**src/rtl/gpr_wb_scoreboard.sv**
```systemverilog
// GPR write-back scoreboard: tracks outstanding writes per GPR and stalls ID on
// read-after-write hazards or when a destination counter has no headroom left.
module gpr_wb_scoreboard #(
  parameter int ADR_W   = 5,
  parameter int NUM_GPR = 2 ** ADR_W,
  parameter int CNT_W   = 2
) (
  input  logic             clk,
  input  logic             rst,
  input  logic             id_valid,
  input  logic             id_wr_en,
  input  logic [ADR_W-1:0] id_addr_reg,
  input  logic             id_use_rs,
  input  logic [ADR_W-1:0] id_addr_rs,
  input  logic             id_use_rt,
  input  logic [ADR_W-1:0] id_addr_rt,
  input  logic             wb_valid,
  input  logic [ADR_W-1:0] wb_addr,
  input  logic             flush,
  output logic             id_stall,
  output logic             id_accept,
  output logic             busy_any,
  output logic             wb_err
);

  localparam logic [CNT_W-1:0] CNT_MAX = '1;

  logic [CNT_W-1:0] cnt_q [NUM_GPR];
  logic [CNT_W-1:0] cnt_d [NUM_GPR];
  logic [NUM_GPR-1:0] busy;
  logic               busy_any_q, busy_any_d;
  logic               wb_err_q, wb_err_d;
  logic               src_hazard, dst_full;
  logic               issue_en, retire_req, retire_ok;

  always_comb begin
    for (int r = 0; r < NUM_GPR; r++) begin
      busy[r] = (cnt_q[r] != '0);
    end
  end

  // Stall looks only at registered counts, so a WB release is seen one cycle later.
  always_comb begin
    src_hazard = (id_use_rs & busy[id_addr_rs]) | (id_use_rt & busy[id_addr_rt]);
    dst_full   = id_wr_en & (id_addr_reg != '0) & (cnt_q[id_addr_reg] == CNT_MAX);
    id_stall   = id_valid & (src_hazard | dst_full);
    id_accept  = id_valid & ~id_stall;
  end

  always_comb begin
    issue_en   = id_accept & id_wr_en & (id_addr_reg != '0);
    retire_req = wb_valid & (wb_addr != '0);
    retire_ok  = retire_req & busy[wb_addr];
  end

  // Issue and retire compose per GPR, so the same GPR on both nets to zero change.
  always_comb begin
    cnt_d[0] = '0;
    for (int r = 1; r < NUM_GPR; r++) begin
      cnt_d[r] = cnt_q[r];
      if (flush) begin
        cnt_d[r] = '0;
      end else begin
        if (issue_en && (id_addr_reg == ADR_W'(r))) begin
          cnt_d[r] = cnt_d[r] + CNT_W'(1);
        end
        if (retire_ok && (wb_addr == ADR_W'(r))) begin
          cnt_d[r] = cnt_d[r] - CNT_W'(1);
        end
      end
    end
  end

  always_comb begin
    wb_err_d   = wb_err_q | (~flush & retire_req & ~busy[wb_addr]);
    busy_any_d = 1'b0;
    for (int r = 1; r < NUM_GPR; r++) begin
      busy_any_d = busy_any_d | (cnt_d[r] != '0);
    end
  end

  always_ff @(posedge clk) begin
    if (rst) begin
      for (int r = 0; r < NUM_GPR; r++) begin
        cnt_q[r] <= '0;
      end
      busy_any_q <= 1'b0;
      wb_err_q   <= 1'b0;
    end else begin
      for (int r = 0; r < NUM_GPR; r++) begin
        cnt_q[r] <= cnt_d[r];
      end
      busy_any_q <= busy_any_d;
      wb_err_q   <= wb_err_d;
    end
  end

  assign busy_any = busy_any_q;
  assign wb_err   = wb_err_q;

endmodule
```
**config.mk**
```make
export PLATFORM = sky130hd
export DESIGN_NAME = gpr_wb_scoreboard
export DESIGN_NICKNAME = d
export VERILOG_FILES = /design/src/rtl/gpr_wb_scoreboard.sv
export SDC_FILE = /design/constraint.sdc
export NUM_CORES = 1
export LEC_CHECK = 0
export CAP_MARGIN = 25
export CORE_AREA = 2 2 122 124
export DETAILED_ROUTE_END_ITERATION = 16
export DIE_AREA = 0 0 124 126
export PLACE_DENSITY = 0.76
export SYNTH_ARGS = -nofsm -noshare
export SYNTH_HDL_FRONTEND = slang
export SYNTH_SLANG_ARGS = --single-unit
```
**constraint.sdc**
```tcl
create_clock -name clk -period 3.9 [get_ports clk]
set_input_delay 0.39 -clock clk [delete_from_list [all_inputs] [get_ports clk]]
set_output_delay 0.39 -clock clk [all_outputs]
set_load 0.01 [all_outputs]
```
## Word level (Yosys, flattened, before mapping)

Memory sizes are Yosys's and may differ from the RTL's.
Index checks and enable logic that the tools add are counted.

- Input port bits: 28
- Bits in writable memories: 64
- Memories: 1
- Word-level logic and storage cells: 503
- Output and inout port bits: 4
- Register bits: 2

- Reductions and logical operators: 127
- Bitwise gates (word level): 80
- Multiplexer cells: 165
- Equality and inequality tests: 63
- $lt $le $gt $ge: 3
- Add/subtract/negate cells: 62

Memories:

| name | depth | bits a word | rd ports | clocked after Yosys merged registers in | write ports | line | text |
|---|---|---|---|---|---|---|---|
| cnt_q | 32 | 2 | 33 | 0 | 32 | 28 | `logic [CNT_W-1:0] cnt_q [NUM_GPR];` |

Operators by type and width:

| kind | number |
|---|---|
| two-way mux 2 bit | 156 |
| == test 5 bit, second input constant | 32 |
| nonzero test 2 bit | 63 |
| == test 5 x 4 -> 1 bit, second input constant | 16 |
| OR 1 bit | 65 |
| adder 2 x 1 -> 2 bit, second input constant | 31 |
| logical AND 1 bit | 62 |
| subtractor 2 x 1 -> 2 bit, second input constant | 31 |
| == test 5 x 3 -> 1 bit, second input constant | 8 |
| == test 5 x 2 -> 1 bit, second input constant | 4 |
| less-than comparator 5 x 6 -> 1 bit, second input constant | 3 |
| binary-select mux 1 bit (select 5 bit) | 3 |
| AND 1 bit | 12 |
| == test 5 x 1 -> 1 bit, second input constant | 2 |
| nonzero test 5 bit | 2 |
| two-way mux 1 bit | 6 |
| NOT 1 bit | 3 |
| == test 2 bit, second input constant | 1 |

## Logic depth before layout (Yosys ltp)

An unclocked memory read counts as a cell.

- Depth after elaboration: 49
- Mapped depth: 15
- Depth with buffers taken out: 13

## Least setup slack after synthesis

Ideal clock, no wire load.

- Kind: flip-flop to flip-flop
- Start: mem cnt_q[31][0]
- End: reg busy_any_q, in the netlist busy_any
- Path buffers: 1
- Setup slack: 0.548 ns
- Library setup time: 0.132 ns
- Required time: 3.768 ns
- Period minus slack after synthesis: 3.352 ns
- Stages on the path, launching flop included: 15
- Arrival: 3.220 ns
- Cells stage by stage: dfxtp_1 inv_1 ha_1 mux4_2 a22o_1 nor4_4 buf_4 nand3_1 xnor2_1 and4_1 nor4_1 and4bb_1 nand4_1 o41ai_1 a21oi_1

RTL lines:

| item | line | text |
|---|---|---|
| from (decl) | 28 |  |
| to (signal assigned) | 93 | `busy_any_q <= busy_any_d;` |
| to (decl) | 31 | `logic busy_any_q, busy_any_d;` |

==> impl_metrics.toml <==
[grt]
globalRouteOverflowTotal = 0
grt_start_max_net_pins = 43
grt_pass1_wl_um = 37500
grtUsageTotal = 0.315
grt_antenna_before_repair = 1
first_global_vias = 7099

[sta]
layout_setup_ws_ns = 0.0143
finalSetupViolCount = 0
slew_headroom = 0.365
finalCritPeriodShare = 0.996
fin_crit_ns = 3.89
hold_viol_final = 0
max_slew.worst_pin.slew_ns = 0.953
slew_violations = 0
holdWs_ns = 0.485
setup_total_neg_slack_ns = 0
finClkSkew_ns = 0.00781
unrepaired_setup_endpoints_after_global_routing = "yes"
max_clock_freq_mhz = 257

[worst_setup_path]
r2r-end = "busy_any$_SDFF_PP0_"
end_kind = "register"
cp_data_arrival_time_ns = 4.09
cp_slowest_cell = "sky130_fd_sc_hd__o41ai_4"
worst_setup_path_start_kind = "register"
critical-path-top-cell-by-count = "sky130_fd_sc_hd__buf_4"
r2r_cells = 15
timing_worst_setup_path_type = "reg2reg"
slowest_delay_ns = 0.44
worstReg2RegStart = "cnt_q[24][0]$_SDFF_PP0_"
path_cells = "inv_1 > ha_1 > mux4_2 > nor2_2 > o41ai_4 > a311oi_4 > buf_12 > buf_4 > buf_4 > nor4_4 > xnor2_1 > a2111oi_2 > nand4_1 > nor4_2 > a21oi_1"
timing.critical_path.fanout_max = 14
timing.reg2reg.setup_slack_ns = 0.01
wp_buf_inv = 4
path_delay_family = "compound AO/OA/AOI/OAI gates"
cp_data_required_time_ns = 4.11

[yosys]
compound_gate_fraction_of_synth_area = 0.130
yosys.area_share.adder = 0.0577
synth_sequential_area_ratio = 0.191
synthMuxAreaShare = 0.146
synthCells = 861
ys.flop_type = "sky130_fd_sc_hd__dfxtp_1"
synth.lib_cells_used.distinct = 74
synth_top_family_by_area = "simple AND/OR/NAND/NOR gates"
post_synth_main_area_contributors = "sky130_fd_sc_hd__dfxtp_1, sky130_fd_sc_hd__xnor2_1, sky130_fd_sc_hd__mux4_2"
synthXorXnorAreaFrac = 0.104
synth_area_um2 = 6730
ys_ff_latch = 64
synth_top_cell_by_area = "sky130_fd_sc_hd__dfxtp_1"
mappedNetlistNets = 920
post_synth.cell_area_avg_um2 = 7.81
synth_simple_gate_area_share = 0.300
synth.yosys.warnings = 0
post-synth-top-area-fraction = 0.191
postSynth.asyncResetShare = 0
synth_edf_count = 0

[min_path]
worst_hold_path.endpoint = "cnt_q[9][1]$_SDFF_PP0_"
whs_path_depth = 2
worstHoldStart = "cnt_q[9][0]$_SDFF_PP0_"
worstHoldPathType = "reg2reg"

[clocking]
clock_tree.root_cell = "sky130_fd_sc_hd__clkbuf_16"
clock_insertion_delay_worst_skew_ns = 0.34
cts_max_path_buffers = 2
cts_sinks = 64
tritoncts_buffers = 9
htree_levels = 3
path_clk_slew_ns = 0.06
cts_tree = "done"
hold_buf_cts = 0

[routing]
drt-pass1-iter-count = 6
num_vias = 7338
route.final.wire_length_um = 24200
drc = 0
detail_route.wl_per_cell_um = 20.0
drtAntennaViolNets = 0
post_drt_via_cell_ratio = 6.06
initialDrtViolationCount = 947

[floorplan]
starting_density_of_the_core = 0.470
fp.coreArea_um2 = 14300
fp_rows = 44
fp.dieArea_um2 = 15600
die_h_um = 126
pin_count = 32
die_x_um = 124

[power_and_ir_drop]
static_power_due_to_leakage_nw = 3.27
p_per_area_nw_per_um2 = 220
power.ir.vdd_worst_mv = 0.211

[layout]
fillers = 1219
mostFrequentLayoutCell = "sky130_fd_sc_hd__buf_4"
drive_gt1_frac = 0.248
finalNetCount = 1081
insertedDiodeCount = 0
commonest_cells_after_routing_fill_and_taps_aside = "sky130_fd_sc_hd__buf_4, sky130_fd_sc_hd__nor2_1, sky130_fd_sc_hd__nand2_1"
final_design_area_no_fill_um2 = 8810
area.growth.synth_to_final_pct = 31.1

[place]
detailed_place.area_um2 = 8300
place_worst_setup_slack_ns = -0.675
detailed_place_hpwl_um = 18600
numPortBuffers = 31
globalplace.congestion = 1.02

[status]
run_status = "complete, no violations"

[run]
max-cap-violations = 0
cell families (layout without fill, tap and decap cells):
logic type      count (synthesis)  in the layout
simple gates                  386            386
fa+ha+maj                      31             31
xor+xnor                       80             80
flops                          64             64
mux                            67             67
buf+inv                       112            278
compound gates                121            121
Yosys cell counts, types with 5 or more instances:
master and number:
sky130_fd_sc_hd__a211oi_1 9, sky130_fd_sc_hd__a21oi_1 20, sky130_fd_sc_hd__a31oi_1 10, sky130_fd_sc_hd__and2_1 15
sky130_fd_sc_hd__and3_1 14, sky130_fd_sc_hd__buf_2 12, sky130_fd_sc_hd__buf_4 5, sky130_fd_sc_hd__clkbuf_1 21
sky130_fd_sc_hd__dfxtp_1 64, sky130_fd_sc_hd__ha_1 31, sky130_fd_sc_hd__inv_1 70, sky130_fd_sc_hd__mux2_2 11
sky130_fd_sc_hd__mux2i_1 32, sky130_fd_sc_hd__mux4_2 24, sky130_fd_sc_hd__nand2_1 79, sky130_fd_sc_hd__nand2b_1 6
sky130_fd_sc_hd__nand3_1 39, sky130_fd_sc_hd__nand4_1 19, sky130_fd_sc_hd__nor2_1 100, sky130_fd_sc_hd__nor2b_1 28
sky130_fd_sc_hd__nor3_1 27, sky130_fd_sc_hd__nor3b_1 5, sky130_fd_sc_hd__nor4_1 13, sky130_fd_sc_hd__o211ai_1 7
sky130_fd_sc_hd__o21ai_0 21, sky130_fd_sc_hd__o22ai_1 7, sky130_fd_sc_hd__or2_2 6, sky130_fd_sc_hd__or3_1 5
sky130_fd_sc_hd__xnor2_1 69, sky130_fd_sc_hd__xor2_1 11
flip-flops by register name (all words and copies together) (netlist names):
signal / count
wb_err: 1
cnt_q: 62
busy_any: 1
tightest hold or removal path: stages, from the launching register on:
cell and delay [ns]:
sky130_fd_sc_hd__dfxtp_1 0.31, sky130_fd_sc_hd__o21ai_0 0.07, sky130_fd_sc_hd__a21oi_1 0.06
power breakdown:
group          switching (mW)  internal, mW  total [mW]
clock                   0.332         0.559       0.892
combinational           0.210         0.171       0.381
sequential            0.00339         0.658       0.662
total                   0.546          1.39        1.93
routing by layer:
layer / global-route usage / part of all wire
met4: 0.177 / 0.061
met2: 0.494 / 0.45
met3: 0.0838 / 0.096
met1: 0.390 / 0.39
met5: 0 / 0.00054
area by class of cell:
cell class / count / area [µm²] / area share
multi-input cells: 685 / 5120 / 0.580
repair buffers: 192 / 1600 / 0.182
flip-flops and latches: 64 / 1280 / 0.146
inverters: 70 / 263 / 0.0298
well taps: 184 / 230 / 0.0261
clock buffers: 9 / 225 / 0.0256
clock inverters: 7 / 96.3 / 0.0109
worst max path at each step:
| stage | startpoint | slack (ns) | to | cells past startpoint |
|---|---|---|---|---|
| 6_report | cnt_q[24][0]$_SDFF_PP0_ | 0.01 | busy_any$_SDFF_PP0_ | 15 |
| 5_1_grt | id_addr_rt[0] | -0.11 | busy_any$_SDFF_PP0_ | 16 |
| 4_1_cts | cnt_q[28][0]$_SDFF_PP0_ | 0.01 | busy_any$_SDFF_PP0_ | 15 |
| 3_5_place_dp | id_addr_rt[0] | -0.67 | busy_any$_SDFF_PP0_ | 15 |
| 3_3_place_gp | id_addr_rt[0] | -0.55 | busy_any$_SDFF_PP0_ | 15 |
| 2_1_floorplan | cnt_q[31][0]$_SDFF_PP0_ | 0.55 | busy_any$_SDFF_PP0_ | 14 |
per-stage QoR:
step	power [mW]	cells	utilization
5_1_grt	1.98	1211	0.616
4_1_cts	1.92	1208	0.607
2_1_floorplan	0.854	861	-
3_5_place_dp	1.03	1191	0.580
3_3_place_gp	1.03	1191	0.580
6_report	1.93	1211	0.616
what timing repair did:
item	in CTS	in global routing
pin swaps	0	5
resized for setup	9	23
setup buffers	1	3
endpoints found under the setup margin	3	3
(Power assumes the default switching activity.)
